--- src/rtl/apb_master_exe_seq.sv ---
// ---------------------------------------------------------------------------
// apb_master_exe_seq
//
// APB requester that runs one execution-unit job per accepted start pulse.
// A job is five back-to-back APB transfers:
//   step 0: write addr 0 <- oper
//   step 1: write addr 1 <- argA
//   step 2: write addr 2 <- argB
//   step 3: read  addr 0 -> o_result
//   step 4: read  addr 1 -> o_status (low 4 bits)
// The job ends with a one-cycle o_done pulse. o_err is set when the slave
// answers with PSLVERR or when PREADY stays low for TIMEOUT ACCESS cycles.
//
// Handshake: a transfer completes on the rising edge where PSEL=1,
// PENABLE=1 and PREADY=1. PSLVERR and PRDATA are only looked at on that
// edge; in any other cycle they are ignored.
//
// Ports:
//   i_PCLK, i_PRESET         clock, synchronous active-high reset
//   i_start, i_oper/argA/argB job request and operands (sampled in IDLE)
//   o_busy, o_done           job in progress / job end pulse
//   o_result, o_status, o_err job outcome, held until the next start
//   o_PADDR..o_PWDATA        APB requester outputs (all registered)
//   i_PREADY, i_PRDATA, i_PSLVERR  APB completer responses
// ---------------------------------------------------------------------------
module apb_master_exe_seq #(
    parameter int DATA_WIDTH = 8,
    parameter int ADDR_WIDTH = 16,
    parameter int TIMEOUT    = 16
) (
    input  logic                  i_PCLK,
    input  logic                  i_PRESET,
    input  logic                  i_start,
    input  logic [DATA_WIDTH-1:0] i_oper,
    input  logic [DATA_WIDTH-1:0] i_argA,
    input  logic [DATA_WIDTH-1:0] i_argB,
    output logic                  o_busy,
    output logic                  o_done,
    output logic [DATA_WIDTH-1:0] o_result,
    output logic [3:0]            o_status,
    output logic                  o_err,
    output logic [ADDR_WIDTH-1:0] o_PADDR,
    output logic                  o_PSEL,
    output logic                  o_PENABLE,
    output logic                  o_PWRITE,
    output logic [DATA_WIDTH-1:0] o_PWDATA,
    input  logic                  i_PREADY,
    input  logic [DATA_WIDTH-1:0] i_PRDATA,
    input  logic                  i_PSLVERR
);

    localparam int TW = $clog2(TIMEOUT) + 1;
    localparam logic [TW-1:0] TMO_LAST = TW'(TIMEOUT - 1);

    typedef enum logic [1:0] {
        IDLE   = 2'd0,
        SETUP  = 2'd1,
        ACCESS = 2'd2,
        DONE   = 2'd3
    } state_t;

    state_t                state_q, state_d;
    logic [2:0]            step_q, step_d;
    logic [TW-1:0]         tmo_q, tmo_d;
    logic [DATA_WIDTH-1:0] oper_q, oper_d;
    logic [DATA_WIDTH-1:0] arga_q, arga_d;
    logic [DATA_WIDTH-1:0] argb_q, argb_d;
    logic [DATA_WIDTH-1:0] result_q, result_d;
    logic [3:0]            status_q, status_d;
    logic                  err_q, err_d;
    logic                  busy_q, busy_d;
    logic                  done_q, done_d;
    logic [ADDR_WIDTH-1:0] paddr_q, paddr_d;
    logic                  psel_q, psel_d;
    logic                  penable_q, penable_d;
    logic                  pwrite_q, pwrite_d;
    logic [DATA_WIDTH-1:0] pwdata_q, pwdata_d;

    always_comb begin
        state_d   = state_q;
        step_d    = step_q;
        tmo_d     = tmo_q;
        oper_d    = oper_q;
        arga_d    = arga_q;
        argb_d    = argb_q;
        result_d  = result_q;
        status_d  = status_q;
        err_d     = err_q;
        paddr_d   = paddr_q;
        pwrite_d  = pwrite_q;
        pwdata_d  = pwdata_q;

        unique case (state_q)
            IDLE: begin
                if (i_start) begin
                    oper_d   = i_oper;
                    arga_d   = i_argA;
                    argb_d   = i_argB;
                    result_d = '0;
                    status_d = '0;
                    err_d    = 1'b0;
                    step_d   = 3'd0;
                    state_d  = SETUP;
                end
            end
            SETUP: begin
                tmo_d   = '0;
                state_d = ACCESS;
            end
            ACCESS: begin
                if (i_PREADY) begin
                    if (i_PSLVERR) begin
                        err_d   = 1'b1;
                        state_d = DONE;
                    end else begin
                        if (step_q == 3'd3) result_d = i_PRDATA;
                        if (step_q == 3'd4) status_d = i_PRDATA[3:0];
                        if (step_q < 3'd4) begin
                            step_d  = step_q + 3'd1;
                            state_d = SETUP;
                        end else begin
                            state_d = DONE;
                        end
                    end
                end else if (tmo_q == TMO_LAST) begin
                    err_d   = 1'b1;
                    state_d = DONE;
                end else begin
                    tmo_d = tmo_q + TW'(1);
                end
            end
            DONE: begin
                state_d = IDLE;
            end
            default: begin
                state_d = IDLE;
            end
        endcase

        // Outputs are derived from the next state so they come out of
        // flops aligned with the state they belong to.
        psel_d    = (state_d == SETUP) || (state_d == ACCESS);
        penable_d = (state_d == ACCESS);
        done_d    = (state_d == DONE);
        busy_d    = (state_d != IDLE);

        // Address/data are loaded on entry to SETUP and simply held through
        // ACCESS. oper_d etc. are used so step 0 sees the operands being
        // latched in the same edge.
        if (state_d == SETUP) begin
            unique case (step_d)
                3'd0: begin
                    paddr_d  = ADDR_WIDTH'(0);
                    pwrite_d = 1'b1;
                    pwdata_d = oper_d;
                end
                3'd1: begin
                    paddr_d  = ADDR_WIDTH'(1);
                    pwrite_d = 1'b1;
                    pwdata_d = arga_d;
                end
                3'd2: begin
                    paddr_d  = ADDR_WIDTH'(2);
                    pwrite_d = 1'b1;
                    pwdata_d = argb_d;
                end
                3'd3: begin
                    paddr_d  = ADDR_WIDTH'(0);
                    pwrite_d = 1'b0;
                    pwdata_d = '0;
                end
                default: begin
                    paddr_d  = ADDR_WIDTH'(1);
                    pwrite_d = 1'b0;
                    pwdata_d = '0;
                end
            endcase
        end else if (state_d != ACCESS) begin
            paddr_d  = '0;
            pwrite_d = 1'b0;
            pwdata_d = '0;
        end
    end

    always_ff @(posedge i_PCLK) begin
        if (i_PRESET) begin
            state_q   <= IDLE;
            step_q    <= '0;
            tmo_q     <= '0;
            oper_q    <= '0;
            arga_q    <= '0;
            argb_q    <= '0;
            result_q  <= '0;
            status_q  <= '0;
            err_q     <= 1'b0;
            busy_q    <= 1'b0;
            done_q    <= 1'b0;
            paddr_q   <= '0;
            psel_q    <= 1'b0;
            penable_q <= 1'b0;
            pwrite_q  <= 1'b0;
            pwdata_q  <= '0;
        end else begin
            state_q   <= state_d;
            step_q    <= step_d;
            tmo_q     <= tmo_d;
            oper_q    <= oper_d;
            arga_q    <= arga_d;
            argb_q    <= argb_d;
            result_q  <= result_d;
            status_q  <= status_d;
            err_q     <= err_d;
            busy_q    <= busy_d;
            done_q    <= done_d;
            paddr_q   <= paddr_d;
            psel_q    <= psel_d;
            penable_q <= penable_d;
            pwrite_q  <= pwrite_d;
            pwdata_q  <= pwdata_d;
        end
    end

    assign o_busy    = busy_q;
    assign o_done    = done_q;
    assign o_result  = result_q;
    assign o_status  = status_q;
    assign o_err     = err_q;
    assign o_PADDR   = paddr_q;
    assign o_PSEL    = psel_q;
    assign o_PENABLE = penable_q;
    assign o_PWRITE  = pwrite_q;
    assign o_PWDATA  = pwdata_q;

endmodule
--- config.mk ---
export PLATFORM = sky130hd
export DESIGN_NAME = apb_master_exe_seq
export DESIGN_NICKNAME = d
export VERILOG_FILES = /design/src/rtl/apb_master_exe_seq.sv
export SDC_FILE = /design/constraint.sdc
export NUM_CORES = 1
export LEC_CHECK = 0
export BUFFER_PORTS_ARGS = -buffer_cell sky130_fd_sc_hd__buf_2
export CAP_MARGIN = 10
export CORE_ASPECT_RATIO = 1.75
export CORE_MARGIN = 3
export CORE_UTILIZATION = 40
export DETAILED_ROUTE_END_ITERATION = 6
export PLACE_DENSITY_LB_ADDON = 0.12
export SKIP_CTS_REPAIR_TIMING = 1
export SYNTH_ARGS = -nofsm -noshare
export SYNTH_HDL_FRONTEND = slang
export SYNTH_SLANG_ARGS = --single-unit
--- constraint.sdc ---
create_clock -name i_PCLK -period 4.71 [get_ports i_PCLK]
set_clock_uncertainty 0.2 [all_clocks]
set_input_delay 0.942 -clock i_PCLK [delete_from_list [all_inputs] [get_ports i_PCLK]]
set_output_delay 0.942 -clock i_PCLK [all_outputs]
set_load 0.02 [all_outputs]
# --- Word level (Yosys, flattened, before mapping) ---
# Index checks and enable logic that the tools add are counted.
totals:
  word_cells: 98
  regBits: 76
op_classes:
  n_reduce_logical: 13
  addsub: 2
  eq_ne: 22
  magnitude_cmp: 1
  muxes: 44
op_table:
  columns: ["operator", "count"]
  rows:
  - ["$mux 8", 12]
  - ["$mux 16", 2]
  - ["$pmux 8 s3", 1]
  - ["$mux 4", 4]
  - ["$ne 2x2->1 const B", 8]
  - ["$pmux 8 s2", 1]
  - ["$mux 3", 4]
  - ["$mux 2", 5]
  - ["$mux 5", 2]
  - ["$pmux 5 s2", 1]
  - ["$reduce_and 5->1", 2]
  - ["$eq 3x2->1 const B", 3]
  - ["$eq 2x2->1 const B", 4]
  - ["$pmux 2 s4", 1]
  - ["$pmux 4 s2", 1]
  - ["$reduce_bool 2->1", 4]
  - ["$mux 1", 7]
  - ["$ne 3x3->1 const B", 2]
  - ["$pmux 3 s2", 1]
  - ["$add 5x1->5 const B", 1]
  - ["$eq 5x4->1 const B", 1]
  - ["$eq 2x1->1 const B", 2]
  - ["$pmux 2 s2", 1]
  - ["$reduce_and 4->1", 1]
  - ["other kinds (11)", 11]

# --- Longest topological paths before layout ---
logic_depth:
  word_depth: 9
  depth_mapped: 13
  mapped_depth_nobuf: 13

# --- Worst setup path before layout ---
# OpenSTA, ideal clock, no wires.
synth_timing:
  path_kind: "input-to-reg"
  start: "input i_start"
  end: "register pwdata_q[5], in the netlist o_PWDATA[5]"
  t_arrival_ns: 3.310
  setup_time_ns: 0.060
  n_path_buf: 3
  path_slack_ns: 1.140
  stages: 12
  cell_sequence: "nand2b_1 > nor2_1 > clkbuf_1 > buf_1 > nor2_1 > ha_1 > clkbuf_1 > nor2b_1 > o2111ai_4 > nor4_4 > o211ai_1 > nand2_1"
synth_via:
  elab_chain_cells: 5
synth_rtl:
  columns: ["item", "line", "source"]
  rows:
  - ["from (decl)", "33", "input logic i_start,"]
  - ["$mux 3", "95", "if (i_start) begin"]
  - ["$pmux 3 s2", "93", "unique case (state_q)"]
  - ["$eq 3x2->1, or another cell as far along", "151", "unique case (step_d)"]
  - ["$pmux 8 s3", "151", null]
  - ["$mux 8", "150", "if (state_d == SETUP) begin"]
  - ["to (signal assigned)", "219", "pwdata_q <= pwdata_d;"]
  - ["to (decl)", "77", "logic [DATA_WIDTH-1:0] pwdata_q, pwdata_d;"]
# Several ways; a longest one is shown, not always the timed one.
# A chain may end at the register's enable or synchronous reset.

# --- Final worst setup path ---
layout_timing:
  start: "input i_PREADY"
  end: "register pwdata_q[4], in the netlist o_PWDATA[4]"
layout_rtl:
  columns: ["item", "line", "source"]
  rows:
  - ["from (decl)", "47", "input logic i_PREADY,"]
  - ["$mux 2 (*)", "111", "if (i_PREADY) begin"]
  - ["$pmux 2 s4 (*)", "93", null]
  - ["net state_d[1]", "62", "state_t state_q, state_d;"]
  - ["$eq 2x1->1 or $ne 2x2->1 (tied branches)", "150, 178", null]
  - ["$mux 8 or $reduce_bool 2->1 (tied branches)", null, null]
# The timed path passes the listed nets; every way through them passes the cells marked *.

==> results.tsv <==
stage	metric	value	unit
placement	place.port_buffers	64	
synth	synth_area	3000	um2
layout	n_antenna_cell	0	
floorplan	die_h	120	um
synth	yosys_warnings	0	
grt	grt_pass1_wl	11400	um
grt	grt-ovfl-total	0	
floorplan	core	7230	um2
clocking	cts_tree	done	
synth	muxShareOfSynthArea	0.0685	
critical_path	critPathRequiredTime	4.76	ns
critical_path	reg2reg_slack	1.51	ns
detailed_routing	via_per_inst	5.12	
timing	tightest_slew	0.862	ns
timing	slew_viol_final	0	
critical_path	timing.rr.end	o_PWDATA[4]	
floorplan	rows	41	
critical_path	critPathCaptureType	flop	
synth	synth_top_family_by_area	simple AND/OR/NAND/NOR gates	
worst_hold_path	worstHoldEndpoint	o_status[2]	
detailed_routing	firstDrtPassIters	4	
synth	synth_top_cell_area_share	0.414	
timing	relSlewSlack	0.425	
critical_path	crit_arrival	3.42	ns
timing	setup_ws	1.35	ns
timing	hold_viol_final	0	
critical_path	reg2reg_depth	12	
timing	final.min_clock_period	3.36	ns
grt	antenna_found_initial	0	
synth	synthXorXnorAreaFrac	0.00292	
power_and_ir_drop	p_per_area	397	nW/um2
placement	dp_hpwl	5080	um
synth	avgSynthCellArea	8.37	um2
detailed_routing	vias	2597	
clocking	cts_buffers	9	
floorplan	die_x	71.4	um
grt	grt_pass1_vias	2431	
critical_path	r2r_start	tmo_q[0]	
synth	synth_fa_ha_area_frac	0.0376	
layout	area_delta_synth_final	20.8	%
worst_hold_path	min_from	o_status[2]	
timing	final.setup.tns	0	ns
placement	dpl.cell_count	491	
floorplan	ioPinCount	79	
synth	synth_area_leaders	dfxtp_1, nand2_1, a21oi_1	
outcome	outcome	completed	
critical_path	critical_path_class	in2reg	
layout	final_common_cell	buf_2	
clocking	clk_latency	0.32	ns
clocking	htreeDepth	3	
clocking	cts_buffer_depth	2	
timing	finalSetupViolCount	0	
synth	yosysTopAreaCell	dfxtp_1	
detailed_routing	routedWlPerCell	13.6	um
synth	synth_compound_area_frac	0.168	
synth	synth-edff-count	0	
floorplan	dieArea	8600	um2
worst_hold_path	hold_depth	2	
critical_path	critPathLaunchType	primary input	
placement	gp_congestion	0.749	
clocking	cts.sinks	62	
detailed_routing	drtAntennaViolNets	0	
layout	layout-drive-gt1-share	0.216	
power_and_ir_drop	ir_worst_vdd	299	uV
detailed_routing	drc	0	
synth	async_flop_share	0	
clocking	cts-root-buf	clkbuf_16	
detailed_routing	dr.first_iter.drc_count	107	
grt	grt_use_total	0.169	
layout	final_cell_area	3620	um2
worst_hold_path	holdCritPathClass	reg2reg	
synth	ys_seq_elements	62	
grt	grt_max_degree	33	
flow_run	max_cap_viol_count	0	
timing	period_share	0.714	
detailed_routing	wl	6890	um
layout	mostFrequentLayoutCells	buf_2, dfxtp_1, nand2_1	
placement	placed_cell_area	3300	um2
clocking	cts.reportedPaths.clkPinSlew	0.05	ns
layout	final_cells	507	
synth	synthSimpleGateAreaFrac	0.233	
floorplan	initial_core_util	0.414	
synth	synthCells	358	
synth	synthFlopType	dfxtp_1	
power_and_ir_drop	p_leak	1.64	nW
timing	rsz0062_at_grt	no	
layout	nets	462	
critical_path	cp_max_fo	9	
synth	yosysSeqAreaShare	0.414	
placement	pre_cts_slack	1.02	ns
timing	fmax	0.297	GHz
synth	synth_cell_types	48	
## synth_stat cells (2+ instances only)
cell,instances
a211oi_1,6
a21oi_1,39
a22oi_1,6
a31oi_1,2
buf_1,4
buf_4,14
buf_6,3
clkbuf_1,12
dfxtp_1,62
ha_1,9
inv_1,5
mux2_2,4
mux2i_1,16
nand2_1,59
nand2b_1,3
nand3_1,15
nand4_1,3
nand4bb_1,2
nor2_1,43
nor2b_1,9
nor3_1,4
nor3b_1,2
o211ai_1,2
o21a_1,2
o21ai_0,3
o31a_1,4
o31ai_1,3
or3_1,2
## registers in the layout, summed over array words and instances, names as in the netlist
name / flops
arga_q: 8
argb_q: 8
o_PADDR: 2
o_PENABLE: 1
o_PSEL: 1
o_PWDATA: 8
o_PWRITE: 1
o_busy: 1
o_done: 1
o_err: 1
o_result: 8
o_status: 4
oper_q: 8
state_q: 2
step_q: 3
tmo_q: 5
## stage by stage
stage / util / hold slack, ns / power [mW]
floorplan: - / 0.232 / 0.714
global placement: 0.456 / 0.239 / 0.757
detailed placement: 0.456 / 0.242 / 0.758
CTS: 0.500 / 0.248 / 1.46
global route: 0.500 / 0.270 / 1.51
finish: 0.500 / 0.249 / 1.44
## per-layer routing
metal | global-route usage | vias up | part of all wire
met3 | 0.0441 | 7 | 0.043
met5 | 0 | - | 0
met4 | 0.0671 | 0 | 0.018
met2 | 0.298 | 52 | 0.54
met1 | 0.188 | 1209 | 0.40
li1 | - | 1329 | -
## worst max-delay path: stages
cell and delay [ns]:
buf_2 0.13, nor3b_1 0.26, nor2_1 0.07, mux2i_1 0.30, inv_1 0.14, ha_1 0.32
nor2b_1 0.32, o2111ai_4 0.26, nor3_1 0.44, a22oi_1 0.13, o21ai_1 0.11
## report_power, final
group          leakage [nW]  internal [mW]  switching [mW]  total [mW]
sequential            0.506          0.553          0.0162       0.569
combinational         0.983         0.0631           0.113       0.176
clock                 0.157          0.475           0.216       0.691
total                  1.64           1.09           0.345        1.44
## logic make-up after synthesis
group           count (synthesis)
compound gates                 76
xor+xnor                        1
fa+ha+maj                       9
buf+inv                        39
flops                          62
mux                            20
other cells                     1
simple gates                  150
## layout make-up
class	instances	area [um2]
clock buffers	12	246
clock inverters	4	70.1
fillers	741	3620
inverters	5	18.8
multi-input cells	270	1580
flip-flops and latches	62	1240
well taps	86	108
repair buffers	68	350
## how the worst max path moves through the flow
| stage | slack (ns) | start | end |
|---|---|---|---|
| 3_3_place_gp | 1.17 | i_PREADY | o_PWDATA[4] |
| 5_1_grt | 1.05 | i_PREADY | o_PWDATA[1] |
| 4_1_cts | 1.32 | i_PREADY | o_PWDATA[4] |
| 2_1_floorplan | 1.14 | i_start | o_PWDATA[5] |
| 6_report | 1.35 | i_PREADY | o_PWDATA[4] |
| 3_5_place_dp | 1.02 | i_PREADY | o_PWDATA[4] |
No activity file was read; power rests on OpenSTA's default activity.
